### src/rtl/sr_latch_ctrl_if.sv
// Bundle between requesters, the shared-latch sequencer and the SR latch itself.
// The master side is the requesters plus the latch; the slave side is the sequencer.
interface sr_latch_ctrl_if #(
    parameter int N_REQ = 4
);
    logic [N_REQ-1:0] req_set;
    logic [N_REQ-1:0] req_clr;
    logic [N_REQ-1:0] grant;
    logic             busy;
    logic             done;
    logic             err;
    logic             latch_s;
    logic             latch_r;
    logic             latch_q;
    logic             latch_qbar;

    modport master (
        output req_set, req_clr, latch_q, latch_qbar,
        input  grant, busy, done, err, latch_s, latch_r
    );

    modport slave (
        input  req_set, req_clr, latch_q, latch_qbar,
        output grant, busy, done, err, latch_s, latch_r
    );
endinterface

### src/rtl/sr_latch_ctrl.sv


module sr_latch_ctrl #(
    parameter int N_REQ         = 4,
    parameter int PULSE_CYCLES  = 2,
    parameter int SETTLE_CYCLES = 1
) (
    input logic            clk,
    input logic            rst,
    sr_latch_ctrl_if.slave bus
);
    localparam int PTR_W   = (N_REQ > 1) ? $clog2(N_REQ) : 1;
    localparam int MAX_CNT = (PULSE_CYCLES > SETTLE_CYCLES) ? PULSE_CYCLES : SETTLE_CYCLES;
    localparam int CNT_W   = $clog2(MAX_CNT + 1);

    localparam logic [CNT_W-1:0] PULSE_LD  = CNT_W'(PULSE_CYCLES);
    localparam logic [CNT_W-1:0] SETTLE_LD = CNT_W'(SETTLE_CYCLES);
    localparam logic [CNT_W-1:0] CNT_ONE   = CNT_W'(1);
    localparam logic [PTR_W-1:0] PTR_LAST  = PTR_W'(N_REQ - 1);

    typedef enum logic [2:0] {
        ST_IDLE   = 3'd0,
        ST_PULSE  = 3'd1,
        ST_SETTLE = 3'd2,
        ST_CHECK  = 3'd3,
        ST_FAULT  = 3'd4
    } state_t;

    state_t           state_r;
    logic [N_REQ-1:0] grant_r;
    logic             busy_r;
    logic             done_r;
    logic             err_r;
    logic             latch_s_r;
    logic             latch_r_r;
    logic             cmd_r;
    logic [CNT_W-1:0] cnt_r;
    logic [PTR_W-1:0] ptr_r;
    logic [PTR_W-1:0] win_r;

    logic [N_REQ-1:0] req_any_s;
    logic             found_s;
    logic [PTR_W-1:0] win_idx_s;
    logic             win_set_s;
    logic             win_clr_s;
    logic [N_REQ-1:0] win_onehot_s;
    logic             verify_ok_s;
    logic [PTR_W-1:0] ptr_next_s;

    assign req_any_s = bus.req_set | bus.req_clr;

    // Round-robin search starting at the pointer, wrapping modulo N_REQ.
    always_comb begin
        int idx_v;
        found_s   = 1'b0;
        win_idx_s = {PTR_W{1'b0}};
        idx_v     = 0;
        for (int k = 0; k < N_REQ; k++) begin
            idx_v = int'(ptr_r) + k;
            if (idx_v >= N_REQ) begin
                idx_v = idx_v - N_REQ;
            end else begin
                idx_v = idx_v;
            end
            if (!found_s && req_any_s[idx_v]) begin
                found_s   = 1'b1;
                win_idx_s = idx_v[PTR_W-1:0];
            end else begin
                found_s   = found_s;
            end
        end
    end

    // Decode of the winning requester's command and the post-operation pointer.
    always_comb begin
        win_set_s    = bus.req_set[win_idx_s];
        win_clr_s    = bus.req_clr[win_idx_s];
        win_onehot_s = N_REQ'(1) << win_idx_s;
        verify_ok_s  = (bus.latch_q == cmd_r) && (bus.latch_qbar == ~cmd_r);
        if (win_r == PTR_LAST) begin
            ptr_next_s = {PTR_W{1'b0}};
        end else begin
            ptr_next_s = win_r + PTR_W'(1);
        end
    end

    // Sequencer FSM; every output is a register so S/R never glitch.
    always_ff @(posedge clk) begin
        if (rst) begin
            state_r   <= ST_IDLE;
            grant_r   <= {N_REQ{1'b0}};
            busy_r    <= 1'b0;
            done_r    <= 1'b0;
            err_r     <= 1'b0;
            latch_s_r <= 1'b0;
            latch_r_r <= 1'b0;
            cmd_r     <= 1'b0;
            cnt_r     <= {CNT_W{1'b0}};
            ptr_r     <= {PTR_W{1'b0}};
            win_r     <= {PTR_W{1'b0}};
        end else begin
            done_r <= 1'b0;
            err_r  <= 1'b0;
            case (state_r)
                ST_IDLE: begin
                    if (found_s) begin
                        grant_r <= win_onehot_s;
                        busy_r  <= 1'b1;
                        win_r   <= win_idx_s;
                        if (win_set_s && win_clr_s) begin
                            // Conflicting request: report without ever touching the latch.
                            state_r   <= ST_FAULT;
                            err_r     <= 1'b1;
                            latch_s_r <= 1'b0;
                            latch_r_r <= 1'b0;
                        end else begin
                            state_r   <= ST_PULSE;
                            cmd_r     <= win_set_s;
                            latch_s_r <= win_set_s;
                            latch_r_r <= ~win_set_s;
                            cnt_r     <= PULSE_LD;
                        end
                    end else begin
                        grant_r   <= {N_REQ{1'b0}};
                        busy_r    <= 1'b0;
                        latch_s_r <= 1'b0;
                        latch_r_r <= 1'b0;
                    end
                end
                ST_PULSE: begin
                    if (cnt_r == CNT_ONE) begin
                        state_r   <= ST_SETTLE;
                        latch_s_r <= 1'b0;
                        latch_r_r <= 1'b0;
                        cnt_r     <= SETTLE_LD;
                    end else begin
                        cnt_r <= cnt_r - CNT_ONE;
                    end
                end
                ST_SETTLE: begin
                    if (cnt_r == CNT_ONE) begin
                        // Feedback at the end of the settle window decides the CHECK-cycle result.
                        state_r <= ST_CHECK;
                        if (verify_ok_s) begin
                            done_r <= 1'b1;
                        end else begin
                            err_r <= 1'b1;
                        end
                    end else begin
                        cnt_r <= cnt_r - CNT_ONE;
                    end
                end
                ST_CHECK, ST_FAULT: begin
                    state_r   <= ST_IDLE;
                    grant_r   <= {N_REQ{1'b0}};
                    busy_r    <= 1'b0;
                    latch_s_r <= 1'b0;
                    latch_r_r <= 1'b0;
                    ptr_r     <= ptr_next_s;
                end
                default: begin
                    state_r   <= ST_IDLE;
                    grant_r   <= {N_REQ{1'b0}};
                    busy_r    <= 1'b0;
                    latch_s_r <= 1'b0;
                    latch_r_r <= 1'b0;
                end
            endcase
        end
    end

    assign bus.grant   = grant_r;
    assign bus.busy    = busy_r;
    assign bus.done    = done_r;
    assign bus.err     = err_r;
    assign bus.latch_s = latch_s_r;
    assign bus.latch_r = latch_r_r;

endmodule

### src/flat_wrapper.sv
// flat-port wrapper written by rule: the top's interface ports become plain ports
module sr_latch_ctrl_flat 
#(
    parameter int N_REQ         = 4,
    parameter int PULSE_CYCLES  = 2,
    parameter int SETTLE_CYCLES = 1
)
  (clk, rst, bus_req_set, bus_req_clr, bus_latch_q, bus_latch_qbar, bus_grant, bus_busy, bus_done, bus_err, bus_latch_s, bus_latch_r);
  sr_latch_ctrl_if #(.N_REQ(N_REQ)) bus_i ();
  input logic clk;
  input logic rst;
  input wire logic [$bits(bus_i.req_set)-1:0] bus_req_set;
  input wire logic [$bits(bus_i.req_clr)-1:0] bus_req_clr;
  input wire logic [$bits(bus_i.latch_q)-1:0] bus_latch_q;
  input wire logic [$bits(bus_i.latch_qbar)-1:0] bus_latch_qbar;
  output wire logic [$bits(bus_i.grant)-1:0] bus_grant;
  output wire logic [$bits(bus_i.busy)-1:0] bus_busy;
  output wire logic [$bits(bus_i.done)-1:0] bus_done;
  output wire logic [$bits(bus_i.err)-1:0] bus_err;
  output wire logic [$bits(bus_i.latch_s)-1:0] bus_latch_s;
  output wire logic [$bits(bus_i.latch_r)-1:0] bus_latch_r;
  assign bus_i.req_set = bus_req_set;
  assign bus_i.req_clr = bus_req_clr;
  assign bus_i.latch_q = bus_latch_q;
  assign bus_i.latch_qbar = bus_latch_qbar;
  assign bus_grant = bus_i.grant;
  assign bus_busy = bus_i.busy;
  assign bus_done = bus_i.done;
  assign bus_err = bus_i.err;
  assign bus_latch_s = bus_i.latch_s;
  assign bus_latch_r = bus_i.latch_r;
  sr_latch_ctrl #(.N_REQ(N_REQ), .PULSE_CYCLES(PULSE_CYCLES), .SETTLE_CYCLES(SETTLE_CYCLES)) u_core (.clk(clk), .rst(rst), .bus(bus_i));
endmodule
### config.mk
export PLATFORM = sky130hd
export DESIGN_NAME = sr_latch_ctrl_flat
export DESIGN_NICKNAME = d
export VERILOG_FILES = /design/src/rtl/sr_latch_ctrl_if.sv /design/src/rtl/sr_latch_ctrl.sv /design/src/flat_wrapper.sv
export SDC_FILE = /design/constraint.sdc
export NUM_CORES = 1
export LEC_CHECK = 0
export ABC_AREA = 0
export CAP_MARGIN = 10
export CORE_UTILIZATION = 40
export DETAILED_ROUTE_END_ITERATION = 8
export GPL_TIMING_DRIVEN = 1
export HOLD_SLACK_MARGIN = 0.15
export RECOVER_POWER = 25
export SYNTH_ARGS = -nofsm -noshare
export SYNTH_HDL_FRONTEND = slang
export SYNTH_SLANG_ARGS = --single-unit
### constraint.sdc
create_clock -name clk -period 4.7 [get_ports clk]
set_input_delay 1.175 -clock clk [delete_from_list [all_inputs] [get_ports clk]]
set_output_delay 1.175 -clock clk [all_outputs]
set_load 0.005 [all_outputs]
==> impl_results.md <==
- Status: finished clean
- CTS Hold Buffers Added: 0
- Final Critical Period: 3.134 ns
- Routed WL: 2424 µm
- DPL Wire Length: 1835 µm
- Final non-filler cell area: 0.001369 mm²
- Die area: 0.003018 mm²
- Worst EP arrival: 3.34 ns
- #FFs+latches synth: 19
- Slowest stage cell on the critical path: a22oi_2
- RR Endpoint: u_core.cmd_r
- CTS root buffer: clkbuf_4
- Router iterations before antenna repair: 4
- Setup Total Neg Slack: 0 ns
- R2R depth: 5
- Slew HR: a little under three fifths
- Period utilisation layout: 66.68%
- GP Congestion: 0.8190
- DRC: 0
- Distinct cells, synth: 47
- Reg2reg setup slack: 2.63 ns
- Largest net degree at the start of global routing: 20
- Share of cells above drive strength 1: 13.25%
- Final number of hold-violating endpoints: 0
- Synth top area share: roughly 34%
- H-tree depth: 1
- Switching part of the total: 36.73%
- Vias in the first global route: 908
- Tot Pwr: 563.9 µW
- Final net count: 167
- Top post-synthesis cells by count: 20 x nor2_1, 19 x dfxtp_1, 11 x nand2_1
- Skew final: 0.005706 ns
- Leak: 0.5166 nW
- Reg power frac: 40.4%
- Chip width: roughly 55 µm
- Clock latency on the worst-skew pair: 0.29 ns
- CTS buffer count: 3
- Pint: 356.8 µW
- Initial antenna violation count: 0
- Total Routing Usage GR: 19.02%
- Register area share after synthesis: ~34%
- Io pins: 21
- Area contributors post-synth: dfxtp_1 34%, nor2_1 6.7%, mux2i_1 6.3%
- Async SR Flop Fraction: 0%
- Initial Utilization: 43.66%
- Worst-case clock buffer depth: 2
- Port bufs: 20
- Worst path depth: 7
- Post-synth top flop: dfxtp_1
- CP Launch Type: input pin
- F_max: 319.1 MHz
- Place WS: 1.271 ns
- CTS tree: yes
- Clk pwr share: 14.5%
- Clock Pin Slew Worst Setup and Hold Paths: 0.10 ns
- Synth Cell Area: around 0.0011 mm²
- Drt wl/cell: between 10 and 15 µm
- Yosys top cell by area: dfxtp_1
- Pwr dens: 412.0 mW/mm²
- Core Rows: 18
- Post-CTS Setup Inserts: 0
- 1st-iter DRT viols: 7
- Critical path buffers and inverters: 1
- Count leader, synth: nor2_1
- Layout area overhead: 22.10%
- Worst-path fanout max: 12
- N_diodes: 0
- Drt via density: 5.403
- Final slew viol count: 0
- Critical Setup Path Class: input pin to flop
- Final setup viols: 0
- Gates resized, CTS repair: 0
- Psw: 207.1 µW
- Placed cell area: roughly 0.0013 mm²
- Core Area: between 0.002 and 0.003 mm²
- Least-Margin Pin Slew: 0.6487 ns
- Synthesis Warnings: 0
- Max Cap Violations: 0
- Clk sink count: 19
- Syn Nets: 146
- CP Capture Point: u_core.cmd_r
- Post-synth EDFFs: 0
- Routed vias: 978
- WP data required: 4.91 ns
- Die Y: 54.94 µm
- Setup ws final: around 1.6 ns
- Logic pwr share: 45.0%
- CP Cell Sequence: clkdlybuf4s50_1 -> nor2_2 -> o21ai_1 -> a22oi_2 -> mux2_2 -> a2bb2oi_1 -> a211oi_1
- CP max stage delay: 0.49 ns
- Worst vdd ir: 0.0002333 V
- Syn_area_per_cell: between 8 and 9 µm²
- Gate Count Post-Synth: ~130
- Critical Path Source: bus_req_clr[0]
- Reg2reg start: u_core.ptr_r[1]
- Global-route wire length before repair: about 4000 µm
- GRT Residual Overflow: 0
- ANT nets after route: 0
- RSZ-0062 raised after global routing: false
- HP Class: flop to flop
- Worst Setup End Kind: flop
- Largest delay share family, worst path: compound AO/OA/AOI/OAI gates
flip-flops by register name (all words and copies together) (netlist names):
register and cells:
u_core.bus.grant 4, u_core.state_r 3, u_core.cnt_r 2, u_core.ptr_r 2, u_core.win_r 2, u_core.bus.busy 1
u_core.bus.done 1, u_core.bus.err 1, u_core.bus.latch_r 1, u_core.bus.latch_s 1, u_core.cmd_r 1
placed cells by master (no fill, tap or decap), types with 2 or more instances in the layout:
master / instances
a211oi_1: 2
o21ai_0: 3
o21ai_1: 2
dfxtp_1: 19
a2bb2oi_1: 2
ha_1: 3
nor2_1: 20
a21oi_1: 5
clkbuf_4: 3
nand2b_1: 3
nand2_1: 11
inv_1: 6
mux2i_1: 7
a22oi_1: 2
nor2b_1: 4
o21a_1: 2
nor2_2: 2
o22ai_1: 2
mux2_2: 3
nor3_1: 3
dlygate4sd3_1: 4
clkdlybuf4s50_1: 16
cell type report:
type                    instances  area [µm²]
clock buffers                   4       26.28
fillers                       255        1199
inverters                       6       22.52
multi-input cells             102       701.9
flip-flops and latches         19       380.4
well taps                      30       37.54
repair buffers                 20       200.2
routing by layer:
metal / up-vias / routed length (µm) / track usage [%]
met4: 0 / 13 / 3.750
met5: - / 0 / 0
met3: 2 / 76 / 4.918
li1: 513 / - / -
met1: 449 / 1202 / 25.17
met2: 14 / 1131 / 31.12
power groups by stage:
stage               Sequential (mW)  Clock, mW  Combinational (mW)
floorplan                     0.224          0               0.183
global placement              0.230          0               0.255
detailed placement            0.232          0               0.254
CTS                           0.228     0.0873               0.258
global route                  0.234     0.0917               0.286
finish                        0.228     0.0820               0.254
stage by stage:
step                hold slack, ns  std cells  util, %
finish                      0.4742        181    53.31
global route                0.5064        181    53.31
CTS                         0.4871        181    53.31
detailed placement          0.4708        177    52.29
global placement            0.4655        177    52.29
floorplan                   0.4450        131        -
worst register-to-register path, stage by stage, from the launching register on:
cell and delay (ns):
dfxtp_1 0.44, a21bo_2 0.27, a22oi_2 0.49, mux2_2 0.40
a2bb2oi_1 0.15, a211oi_1 0.23
logic make-up after synthesis:
group                      Yosys count  share of synthesized area (%)
and+or+nand+nor                     52                          22.99
DFF                                 19                          33.93
buffers and inverters               10                          3.459
muxes                               10                          9.263
AOI/OAI and AO/OA                   37                          27.01
adders and majority gates            3                          3.349
how the worst min path moves through the flow:
stage | depth (start not counted) | endpoint | start
3_3_place_gp | 2 | u_core.bus.latch_s | u_core.bus.latch_s
4_1_cts | 2 | u_core.bus.latch_s | u_core.bus.latch_s
2_1_floorplan | 2 | u_core.cmd_r | u_core.cmd_r
6_report | 2 | u_core.bus.latch_s | u_core.bus.latch_s
3_5_place_dp | 2 | u_core.bus.latch_s | u_core.bus.latch_s
5_1_grt | 2 | u_core.bus.latch_s | u_core.bus.latch_s
Note: power is estimated with default switching activity, not from simulation.
